### src/rtl/host_key_decoder_if.sv
// Scancode byte stream in, held-key levels and framing-error pulse out.
// master = byte receiver / movement-controller side; slave = the decoder.
interface host_key_decoder_if;
  logic [7:0] rx_data;
  logic       rx_valid;
  logic       left;
  logic       right;
  logic       jump;
  logic       frame_err;

  modport master (
    output rx_data, rx_valid,
    input  left, right, jump, frame_err
  );

  modport slave (
    input  rx_data, rx_valid,
    output left, right, jump, frame_err
  );
endinterface

### src/rtl/host_key_decoder.sv
// PS/2 set-2 scancode decoder: tracks E0/F0 prefixes and holds left/right/jump from make to break.
// Optional feature: define KEY_STUCK_RELEASE_EN to force-release keys after a long idle bus.
module host_key_decoder #(
  parameter logic [7:0]  KEY_LEFT     = 8'h6B,
  parameter logic [7:0]  KEY_RIGHT    = 8'h74,
  parameter logic [7:0]  KEY_JUMP     = 8'h75,
  parameter bit          EXT_KEYS     = 1'b1,
  parameter int unsigned PREFIX_TMO   = 65_000,
  parameter int unsigned STUCK_CYCLES = 65_000_000
) (
  input logic               clk,
  input logic               rst_n,
  host_key_decoder_if.slave bus
);

  localparam logic [7:0] CODE_EXT = 8'hE0;
  localparam logic [7:0] CODE_BRK = 8'hF0;
  localparam int TMO_W = $clog2(PREFIX_TMO + 1);
  localparam logic [TMO_W-1:0] TMO_LAST = TMO_W'(PREFIX_TMO - 1);

  if (PREFIX_TMO < 2 || STUCK_CYCLES < 2) begin : g_cfg_check
    $error("host_key_decoder: PREFIX_TMO and STUCK_CYCLES must both be at least 2");
  end

  typedef enum logic [1:0] {IDLE, EXT, BRK, EXT_BRK} state_t;

  state_t           state, state_nx;
  logic [TMO_W-1:0] tmo_cnt, tmo_cnt_nx;
  logic             left_q, right_q, jump_q, err_q;
  logic             left_nx, right_nx, jump_nx, err_nx;
  logic             is_make, is_break, key_ext, key_hit;
  logic             is_prefix;
  logic             any_held;
  logic             stuck_fire;

  assign is_prefix = (bus.rx_data == CODE_EXT) || (bus.rx_data == CODE_BRK);
  assign any_held  = left_q | right_q | jump_q;

`ifdef KEY_STUCK_RELEASE_EN
  localparam int STK_W = $clog2(STUCK_CYCLES + 1);
  localparam logic [STK_W-1:0] STK_LAST = STK_W'(STUCK_CYCLES - 1);

  logic [STK_W-1:0] stuck_cnt;

  assign stuck_fire = !bus.rx_valid && any_held && (stuck_cnt >= STK_LAST);

  // Once released nothing is held, so the counter parks at zero until traffic resumes.
  always_ff @(posedge clk) begin
    if (!rst_n) begin
      stuck_cnt <= '0;
    end else if (bus.rx_valid || !any_held || stuck_fire) begin
      stuck_cnt <= '0;
    end else begin
      stuck_cnt <= stuck_cnt + STK_W'(1);
    end
  end
`else
  assign stuck_fire = 1'b0;
`endif

  always_comb begin
    state_nx   = state;
    tmo_cnt_nx = tmo_cnt;
    err_nx     = 1'b0;
    is_make    = 1'b0;
    is_break   = 1'b0;
    key_ext    = 1'b0;

    // A byte always wins over a prefix timeout firing in the same cycle.
    if (bus.rx_valid) begin
      tmo_cnt_nx = '0;
      unique case (state)
        IDLE: begin
          if (bus.rx_data == CODE_EXT)      state_nx = EXT;
          else if (bus.rx_data == CODE_BRK) state_nx = BRK;
          else                              is_make  = 1'b1;
        end
        EXT: begin
          if (bus.rx_data == CODE_BRK) begin
            state_nx = EXT_BRK;
          end else if (bus.rx_data != CODE_EXT) begin
            is_make  = 1'b1;
            key_ext  = 1'b1;
            state_nx = IDLE;
          end
        end
        BRK: begin
          state_nx = IDLE;
          if (is_prefix) err_nx   = 1'b1;
          else           is_break = 1'b1;
        end
        EXT_BRK: begin
          state_nx = IDLE;
          key_ext  = 1'b1;
          if (is_prefix) err_nx   = 1'b1;
          else           is_break = 1'b1;
        end
      endcase
    end else if (state == IDLE) begin
      tmo_cnt_nx = '0;
    end else if (tmo_cnt >= TMO_LAST) begin
      state_nx   = IDLE;
      err_nx     = 1'b1;
      tmo_cnt_nx = '0;
    end else begin
      tmo_cnt_nx = tmo_cnt + TMO_W'(1);
    end
  end

  assign key_hit = (is_make || is_break) && (key_ext == EXT_KEYS);

  always_comb begin
    left_nx  = left_q;
    right_nx = right_q;
    jump_nx  = jump_q;
    if (stuck_fire) begin
      left_nx  = 1'b0;
      right_nx = 1'b0;
      jump_nx  = 1'b0;
    end else if (key_hit) begin
      if (bus.rx_data == KEY_LEFT)  left_nx  = is_make;
      if (bus.rx_data == KEY_RIGHT) right_nx = is_make;
      if (bus.rx_data == KEY_JUMP)  jump_nx  = is_make;
    end
  end

  always_ff @(posedge clk) begin
    if (!rst_n) begin
      state   <= IDLE;
      tmo_cnt <= '0;
      left_q  <= 1'b0;
      right_q <= 1'b0;
      jump_q  <= 1'b0;
      err_q   <= 1'b0;
    end else begin
      state   <= state_nx;
      tmo_cnt <= tmo_cnt_nx;
      left_q  <= left_nx;
      right_q <= right_nx;
      jump_q  <= jump_nx;
      err_q   <= err_nx;
    end
  end

  assign bus.left      = left_q;
  assign bus.right     = right_q;
  assign bus.jump      = jump_q;
  assign bus.frame_err = err_q;

endmodule
### src/flat_wrapper.sv
// flat-port wrapper written by rule: the top's interface ports become plain ports
module host_key_decoder_flat 
#(
  parameter logic [7:0]  KEY_LEFT     = 8'h6B,
  parameter logic [7:0]  KEY_RIGHT    = 8'h74,
  parameter logic [7:0]  KEY_JUMP     = 8'h75,
  parameter bit          EXT_KEYS     = 1'b1,
  parameter int unsigned PREFIX_TMO   = 65_000,
  parameter int unsigned STUCK_CYCLES = 65_000_000
)
  (clk, rst_n, bus_rx_data, bus_rx_valid, bus_left, bus_right, bus_jump, bus_frame_err);
  host_key_decoder_if bus_i ();
  input logic clk;
  input logic rst_n;
  input wire logic [$bits(bus_i.rx_data)-1:0] bus_rx_data;
  input wire logic [$bits(bus_i.rx_valid)-1:0] bus_rx_valid;
  output wire logic [$bits(bus_i.left)-1:0] bus_left;
  output wire logic [$bits(bus_i.right)-1:0] bus_right;
  output wire logic [$bits(bus_i.jump)-1:0] bus_jump;
  output wire logic [$bits(bus_i.frame_err)-1:0] bus_frame_err;
  assign bus_i.rx_data = bus_rx_data;
  assign bus_i.rx_valid = bus_rx_valid;
  assign bus_left = bus_i.left;
  assign bus_right = bus_i.right;
  assign bus_jump = bus_i.jump;
  assign bus_frame_err = bus_i.frame_err;
  host_key_decoder #(.KEY_LEFT(KEY_LEFT), .KEY_RIGHT(KEY_RIGHT), .KEY_JUMP(KEY_JUMP), .EXT_KEYS(EXT_KEYS), .PREFIX_TMO(PREFIX_TMO), .STUCK_CYCLES(STUCK_CYCLES)) u_core (.clk(clk), .rst_n(rst_n), .bus(bus_i));
endmodule
### config.mk
export PLATFORM = sky130hd
export DESIGN_NAME = host_key_decoder_flat
export DESIGN_NICKNAME = d
export VERILOG_FILES = /design/src/rtl/host_key_decoder_if.sv /design/src/rtl/host_key_decoder.sv /design/src/flat_wrapper.sv
export SDC_FILE = /design/constraint.sdc
export NUM_CORES = 1
export LEC_CHECK = 0
export ABC_AREA = 1
export ABC_CLOCK_PERIOD_IN_PS = 1270
export CORE_MARGIN = 1.5
export CORE_UTILIZATION = 51
export CTS_BUF_LIST = sky130_fd_sc_hd__clkbuf_8
export CTS_CLUSTER_DIAMETER = 150
export DETAILED_ROUTE_END_ITERATION = 8
export PLACE_DENSITY = 0.77
export SETUP_SLACK_MARGIN = 0.4
export SLEW_MARGIN = 0
export SYNTH_ARGS = -nofsm -noshare
export SYNTH_HDL_FRONTEND = slang
export SYNTH_SLANG_ARGS = --single-unit
### constraint.sdc
create_clock -name clk -period 1.27 [get_ports clk]
set_input_delay 0.1905 -clock clk [delete_from_list [all_inputs] [get_ports clk]]
set_output_delay 0.1905 -clock clk [all_outputs]
set_load 0.02 [all_outputs]
# After elaboration in Yosys (flattened, before gate mapping)

Index checks and enable logic that the tools add are counted.
W data, S select, Z words.

Add/subtract/negate cells: 1
Multipliers: 0
Divide/modulo/power cells: 0
$lt $le $gt $ge: 1
Eq/ne operators: 12
Shift-type cells: 0
Muxes and demuxes: 24
Bitwise logic cells: 1
Reduce and logical (&&, ||, !) cells: 11

Operators with widths:

| operator                | number |
|---|---|
| $eq A8 B7 Y1 const B    | 3 |
| $add A16 B1 Y16 const B | 1 |
| $eq A8 B8 Y1 const B    | 2 |
| $ge A16 B16 Y1 const B  | 1 |
| $mux W1                 | 14 |
| $mux W2                 | 7 |
| $ne A8 B8 Y1 const B    | 1 |
| $pmux W2 S3             | 1 |
| $reduce_and A2 Y1       | 3 |
| $eq A2 B2 Y1 const B    | 2 |
| $ne A4 B2 Y1 const B    | 1 |
| $pmux W1 S2             | 2 |
| $reduce_and A4 Y1       | 1 |
| $reduce_or A4 Y1        | 1 |
| $ne A3 B1 Y1 const B    | 1 |
| $eq A2 B1 Y1 const B    | 1 |
| $logic_not A2 Y1        | 1 |
| $logic_or A1 B1 Y1      | 2 |
| $ne A2 B2 Y1 const B    | 1 |
| $reduce_bool A2 Y1      | 1 |
| $reduce_or A2 Y1        | 1 |
| $logic_and A1 B1 Y1     | 1 |
| $not A1 Y1              | 1 |

Register bits: 22
Bits in latches: 0
Memory bits (writable): 0
ROM bits: 0
Input port bits: 11
Output and inout bits: 4
Memories kept: 0

# Logic depth before layout (Yosys ltp)

Gate-level depths: netlist of run 1.

Word-level depth: 8
Gate-level depth with buffers: 11
Gate-level depth less buffers: 11

# Worst setup path before layout of run 1

Ideal clock, no wire load.

Kind: register -> register
Start: register u_core.tmo_cnt[0]
End: register u_core.tmo_cnt[12]
Setup time: 0.073 ns
Data arrival time: 1.291 ns
Data required time: 1.197 ns
Path slack: -0.094 ns
Cell stages (with the launch flop): 10
Buffers on the path: 1
Clock period less this slack: 1.364 ns
Cells stage by stage: dfxtp_1 > ha_1 > nand2_2 > nand3_1 > nand2_1 > nand2_2 > nand2_2 > nand4_4 > buf_6 > nor3_2

Cells in the longest elaborated chain, start to end: 2
Elaborated cells between the ends (all ways): 3

RTL lines:

| item                       | RTL line                | RTL |
|---|---|---|
| start: declaration         | host_key_decoder.sv:28  | `logic [TMO_W-1:0] tmo_cnt, tmo_cnt_nx;` |
| start signal: assignment   | host_key_decoder.sv:137 | `tmo_cnt <= tmo_cnt_nx;` |
| $ge A16 B16 Y1             | host_key_decoder.sv:101 | `end else if (tmo_cnt >= TMO_LAST) begin` |
| $reduce_or A4 Y1 (no line) | --                      |  |

Parallel ways exist; a longest one is shown, timed or not.
A chain may end at the register's enable or synchronous reset.

# Worst setup path in the final report of run 1

Start: register u_core.tmo_cnt[0]
End: register u_core.state[1]

Cells in the longest elaborated chain, start to end: 3

RTL lines:

| item                         | RTL line                | RTL |
|---|---|---|
| $ge A16 B16 Y1               | host_key_decoder.sv:101 |  |
| $reduce_bool A2 Y1 (no line) | --                      |  |
| $reduce_and A4 Y1 (no line)  | --                      |  |
| end signal: assignment       | host_key_decoder.sv:136 | `state <= state_nx;` |
| end: declaration             | host_key_decoder.sv:27  | `state_t state, state_nx;` |

No other way between the ends.

==> results of run 1 <==
-- cell usage after synthesis --
library cell / number
nand2_1: 40
nor2_1: 28
inv_1: 23
dfxtp_1: 22
a21oi_1: 7
nand2_2: 7
nor2_4: 5
nand3_1: 4
nor2_2: 4
nor3_1: 3
nor3b_1: 3
o21ai_0: 3
nand4_1: 2
nor3_2: 2
nor3b_2: 2
xor2_1: 2
a211oi_2: 1
a21o_1: 1
a31oi_1: 1
and2_1: 1
and3_1: 1
buf_6: 1
ha_1: 1
nand3_2: 1
nand4_2: 1
nand4_4: 1
o21ai_1: 1
or2_2: 1
-- layer usage --
metal | vias to the layer above | GRT usage (%)
met5 | - | 0
met4 | 0 | 8.77
met3 | 36 | 4.89
li1 | 641 | -
met1 | 683 | 30.0
met2 | 99 | 53.6
-- kinds of logic after synthesis --
family,Yosys count
xor+xnor,2
simple gates,106
flops,22
fa+ha+maj,1
compound gates,14
buf+inv,24
-- tightest hold or removal path: stages --
cell and delay [ns]:
clkbuf_2 0.11, nand3_2 0.12, nor3_4 0.06, nand2_2 0.07, nor2_1 0.05, nor2_2 0.09
-- through the flow --
stage / worst slack [ns] / util, %
final: -0.204 / 88.9
after global routing: -0.246 / 88.9
after CTS: -0.101 / 82.0
after detailed placement: -0.411 / 74.6
after global placement: -0.340 / 74.6
after floorplan: 0.000988 / -
-- power by group through the flow --
stage          clock [mW]  sequential [mW]  combinational, mW
6_report            0.512            0.692              0.155
5_1_grt             0.538            0.692              0.161
4_1_cts             0.503            0.692              0.120
3_5_place_dp            0            0.708              0.111
3_3_place_gp            0            0.708              0.107
2_1_floorplan           0            0.709             0.0367
-- flip-flops by register name, indices dropped and copies added (netlist names) --
signal                count
u_core.bus.left           1
u_core.bus.right          1
u_core.state              2
u_core.tmo_cnt           16
u_core.bus.frame_err      1
u_core.bus.jump           1
-- area by class of cell --
| cell class | instances | area (µm²) | share of cell area, % |
|---|---|---|---|
| clock buffer | 4 | 55.1 | 2.77 |
| inverter | 23 | 98.8 | 4.98 |
| multi-input combinational | 123 | 896 | 45.1 |
| sequential | 22 | 450 | 22.7 |
| tap | 28 | 35.0 | 1.77 |
| timing repair buffer | 53 | 449 | 22.6 |
-- final timing paths --
check	cells after the start	end
max	12	u_core.state[1]
min	6	u_core.bus.jump
max reg2reg	12	u_core.state[1]
min reg2reg	2	u_core.tmo_cnt[6]
-- timing repair --
action                     CTS  global route
gates cloned                 0             0
pin swaps                   14            10
buffers inserted             5             6
setup endpoints to repair   26            26
gates resized for setup     71            31
==> results.md, run 1 <==
* Multiplexer share of the synthesized area at 0%
* Crit Path Category: reg2reg
* HPWL after DPL at 2180 µm
* Vias per Instance at 5.77
* GP Congestion at 0.891
* Synth area leader: dfxtp_1
* Total power at 1.36 mW
* # clock sinks at 22
* Area after DPL at 0.00167 mm²
* Most common cell after layout, fill and taps aside: buf_4
* Yosys cell types at 28
* Synth Area in Adders at 1.04%
* Hold Fails Final Rpt at 0
* Power Dens Cells at 684 mW/mm²
* Vias in the first global route at 1312
* Sw Share at 23.6%
* Synth top area share at 36.5%
* Clock Path Buffers at 2
* Flop pwr share at 50.9%
* Internal power at 1.04 mW
* Cts hold-fix bufs at 0
* Unrepaired setup endpoints after global routing: true
* Critical-path cell list: ha_4 -> nand2_4 -> nand3_2 -> nand2_2 -> nand2_2 -> buf_4 -> nand3_2 -> nand2_2 -> nand2_2 -> nand2_1 -> nand2_1 -> nor2_1
* Core area at 0.00223 mm²
* Buffers on Ports at 14
* Die width at 51.7 µm
* CP bufs+invs at 1
* DRC viols at 0
* Reg2reg start: u_core.tmo_cnt[0]
* Flop2flop setup slack at -0.20 ns
* CTS tree: built
* CTS buffer count at 3
* Final period util at 116%
* Max-cap violations at 0
* Clk_lat worst skew at 0.26 ns
* Number of antenna violations at the first check in global routing at 0
* Compound-Gate Fraction of Synth Area at 6.74%
* Final Max Slew Viols at 0
* Crit path max fanout at 3
* Routed Antenna Nets at 0
* Critical path launch point type: register
* Setup TNS at -2.63 ns
* Most frequent cells in the layout: buf_4, nand2_1, nor2_1
* Worst-Margin Slew at 0.290 ns
* Avg Inst Size Synth at 7.14 µm²
* Top delay family on crit path: simple AND/OR/NAND/NOR gates
* Most frequent cell on the critical path: nand2_2
* Max frequency at 678 MHz
* Post-Syn Area at 0.00121 mm²
* Overall global routing resource usage at 27.7%
* Register area share after synthesis at 36.5%
* Met2 Wirelength at 2290 µm
* # rows at 17
* Die area at 0.00267 mm²
* Seq cells post-synth at 22
* Synth area leaders: dfxtp_1, nand2_1, nor2_1
* Non-filler cells, final at 253
* Failing checks: setup timing
* Synth Net Count at 181
* Post-layout min period at 1.47 ns
* Inserted Diodes at 0
* Maximum number of pins on one net before global-route repair at 13
* Syn Inst Count at 169
* Wl on met1 at 1670 µm
* P&R area growth vs syn at 64.4%
* # fillers at 103
* Top Layer Used: met4
* Hold slack at 0.460 ns
* Skew final at 0.00337 ns
* Wirelength per Cell at 18.0 µm
* Met3 wire len at 293 µm
* Net Sw Power at 321 µW
* Synth Area in XOR/XNOR at 1.45%
* First-pass GRT wire length at 5580 µm
* Fin nets at 238
* Clock transition at the registers of the reported paths at 0.08 ns
* Crit. End Element: register
* Hold Path Class: in2reg
* Initial core utilization at 54.1%
* Iteration-0 DRC Markers at 96
* Combinational family with the most area after synthesis: simple AND/OR/NAND/NOR gates
* Hold wc startpoint: bus_rx_data[2]
* Post-route cell area at 0.00198 mm²
* Setup violators final at 19
* CP arrival at 1.63 ns
* CP max stage cell: dfxtp_2
* Simple-Gate Fraction of Synth Area at 46.2%
* Final wirelength at 4540 µm
* Peak supply drop at 898 µV
* Root Driver: clkbuf_8
* Global route overflow at 0
* Cells after DPL at 238
* Max_slew headroom at 80.6%
* Crit. Startpoint: u_core.tmo_cnt[0]
* H-Tree Level Count at 1
* Syn. warnings at 0
* Clock Power Share at 37.7%
* Layout cells sized above 1 at 57.3%
* Max incr delay on CP at 0.35 ns
* I/O Pins at 15
* Final Worst Setup Slack at -0.204 ns
* WP data required at 1.43 ns
* Die Span Y at 51.7 µm
* DR vias at 1459
* Gate power share at 11.4%
* Pre-Repair DR Iteration Count at 4
* LEAKAGE at 0.844 nW
* Status: complete, but fails checks
(Power assumes the default switching activity.)
==> inputs of run 2 (changes only) <==
--- a/config.mk
+++ b/config.mk
@@ -10,7 +10,6 @@
 export CORE_MARGIN = 1.5
 export CORE_UTILIZATION = 51
 export CTS_BUF_LIST = sky130_fd_sc_hd__clkbuf_8
-export CTS_CLUSTER_DIAMETER = 150
 export DETAILED_ROUTE_END_ITERATION = 8
 export PLACE_DENSITY = 0.77
 export SETUP_SLACK_MARGIN = 0.4
==> constraint.sdc (replaced) <==
create_clock -name clk -period 1.27 [get_ports clk]
set_input_delay 0.254 -clock clk [delete_from_list [all_inputs] [get_ports clk]]
set_output_delay 0.254 -clock clk [all_outputs]
set_load 0.02 [all_outputs]
==> run 2 against run 1 <==
  * The run still ends with setup timing left
  * First-iteration DRC count decreased by 75%
  * Setup slack improved by 0.029 ns
  * Design area decreased by 3.0%
  * Sequential power about the same
  * Clock-buffer cell count unchanged
  * Via count decreased by 7.1%
==> results.md, run 2 (same netlist as run 1, synthesis figures left out) <==
* Setup TNS at -2.10 ns (+0.525 ns)
* Inserted Diodes at 0 (unchanged)
* Vias in the first global route at 1193 (-9.1%)
* Critical-path cell list: nand2_1 -> nor3_2 -> nand3_2 -> nand2_2 -> nand2_2 -> nor2_1 -> nor2_1
* CTS buffer count at 3 (unchanged)
* Crit. End Element: register
* Worst-Margin Slew at 0.309 ns (+0.0195 ns)
* WP data required at 1.43 ns (about the same)
* Util after Layout at 86.2% (-2.7 points)
* DRC viols at 0 (unchanged)
* First-pass GRT wire length at 4790 µm (-14%)
* Number of antenna violations at the first check in global routing at 0 (unchanged)
* Vias per Instance at 5.42 (-6.0%)
* CP arrival at 1.61 ns (-0.02 ns)
* Wl on met1 at 1390 µm (-17%)
* Pre-Repair DR Iteration Count at 4 (unchanged)
* Post-place setup slack at -0.451 ns (-0.0396 ns)
* Final wirelength at 3630 µm (-20%)
* Power Dens Cells at 692 mW/mm² (+1.1%)
* Area after DPL at 0.00167 mm² (unchanged)
* # clock sinks at 22 (unchanged)
* Core area at 0.00223 mm² (unchanged)
* H-Tree Level Count at 1 (unchanged)
* Final Max Slew Viols at 0 (unchanged)
* P&R area growth vs syn at 59.4%
* Maximum number of pins on one net before global-route repair at 13 (unchanged)
* Unrepaired setup endpoints after global routing: true
* Hold Fails Final Rpt at 0 (unchanged)
* I/O Pins at 15 (unchanged)
* Cells after DPL at 238 (unchanged)
* Max reg flops at 16 (unchanged)
* Hold Path Class: reg2reg
* Max_slew headroom at 79.3% (-1.3 points)
* GP Congestion at 0.891 (about the same)
* Skew final at 0.00437 ns (+0.00100 ns)
* Crit Path Category: reg2reg
* Failing checks: setup timing
* Met2 Wirelength at 1870 µm (-18%)
* Crit path max fanout at 4 (+1)
* Buffers on Ports at 14 (unchanged)
* Post-layout min period at 1.45 ns (-0.0289 ns)
* Status: complete, but fails checks
* Post-route cell area at 0.00192 mm² (-3.0%)
* Global route overflow at 0 (unchanged)
* Final period util at 114% (-2.3 points)
* Fin nets at 235 (-1.3%)
* Root Driver: clkbuf_8
* Die Span Y at 51.7 µm (unchanged)
* Peak supply drop at 868 µV (-3.4%)
* DR vias at 1355 (-7.1%)
* Top Layer Used: met4
* LEAKAGE at 0.823 nW (-2.4%)
* Die area at 0.00267 mm² (unchanged)
* Total power at 1.33 mW (-2.0%)
* Initial core utilization at 54.1% (unchanged)
* Overall global routing resource usage at 23.5% (-4.2 points)
* Clock Path Buffers at 2 (unchanged)
* Clock transition at the registers of the reported paths at 0.08 ns (about the same)
* Met3 wire len at 211 µm (-28%)
* Most frequent cells in the layout: buf_4, nand2_1, nor2_1
* Iteration-0 DRC Markers at 24 (-75%)
* Setup violators final at 18 (-1)
* Max-cap violations at 0 (unchanged)
* HPWL after DPL at 2070 µm (-5.1%)
* Critical path launch point type: register
* Clk_lat worst skew at 0.26 ns (about the same)
* Layout cells sized above 1 at 55.0% (-2.4 points)
* Max frequency at 692 MHz (+2.0%)
* Wirelength per Cell at 14.5 µm (-19%)
* Most flop-heavy register: u_core.tmo_cnt
* CTS tree: built
* Final Worst Setup Slack at -0.175 ns (+0.0289 ns)
* # rows at 17 (unchanged)
* Top delay family on crit path: simple AND/OR/NAND/NOR gates
* CP bufs+invs at 0 (-1)
* Hold slack at 0.512 ns (+0.0522 ns)
* CP max stage cell: dfxtp_1
* # fillers at 120 (+17%)
* Most common cell after layout, fill and taps aside: buf_4
* Die width at 51.7 µm (unchanged)
* Max incr delay on CP at 0.38 ns (+0.03 ns)
* Routed Antenna Nets at 0 (unchanged)
* Non-filler cells, final at 250 (-1.2%)
* Largest registers: u_core.tmo_cnt: 16 flops, u_core.state: 2 flops
run 2: cell types whose count changed in the layout (fill, tap and decap cells not counted), moves of 2 or more:
cell / previous run / this run
a21oi_1: 4 / 2
a21oi_2: 3 / 5
buf_6: 8 / 6
nand2_1: 25 / 27
nand2_2: 17 / 15
run 2: final cells by class:
cell class | count | area (µm²) | share of cell area, %
Timing Repair Buffer | 50 | 424 | 22.0
Tap cell | 28 | 35.0 | 1.82
Sequential cell | 22 | 450 | 23.4
Multi-Input combinational cell | 123 | 861 | 44.7
Inverter | 23 | 98.8 | 5.14
Clock buffer | 4 | 55.1 | 2.86
run 2: worst paths after layout:
path / from / end / cells after the start / slack [ns]
setup / recovery: u_core.tmo_cnt[13] / u_core.state[1] / 7 / -0.18
hold / removal: u_core.tmo_cnt[15] / u_core.tmo_cnt[15] / 2 / 0.51
hold reg to reg: u_core.tmo_cnt[15] / u_core.tmo_cnt[15] / 2 / 0.51
setup reg to reg: u_core.tmo_cnt[13] / u_core.state[1] / 7 / -0.18
run 2: repair_timing:
item / 4_1_cts / 5_1_grt
endpoints found under the setup margin: 26 / 26
cloned: 0 / 0
hold buffers: 0 / 0
buffers inserted: 6 / 2
pin swaps: 13 / 11
gates resized for setup: 70 / 24
hold endpoints to repair: 0 / 0
run 2: worst min-delay path: stages (launching register included):
cell and delay, ns:
dfxtp_1 0.35, a21oi_1 0.05, nor2_1 0.08
run 2: per-layer routing:
| metal | vias to the layer above | track usage, % |
|---|---|---|
| li1 | 637 | - |
| met1 | 632 | 27.8 |
| met2 | 60 | 43.6 |
| met3 | 26 | 3.45 |
| met4 | 0 | 6.58 |
| met5 | - | 0 |
run 2: power by group:
part / switching (mW) / internal [mW] / total (mW) / leakage (nW)
Sequential: 0.00109 / 0.691 / 0.692 / 0.181
Combinational: 0.0708 / 0.0663 / 0.137 / 0.613
Clock: 0.226 / 0.276 / 0.502 / 0.0288
Total: 0.298 / 1.03 / 1.33 / 0.823
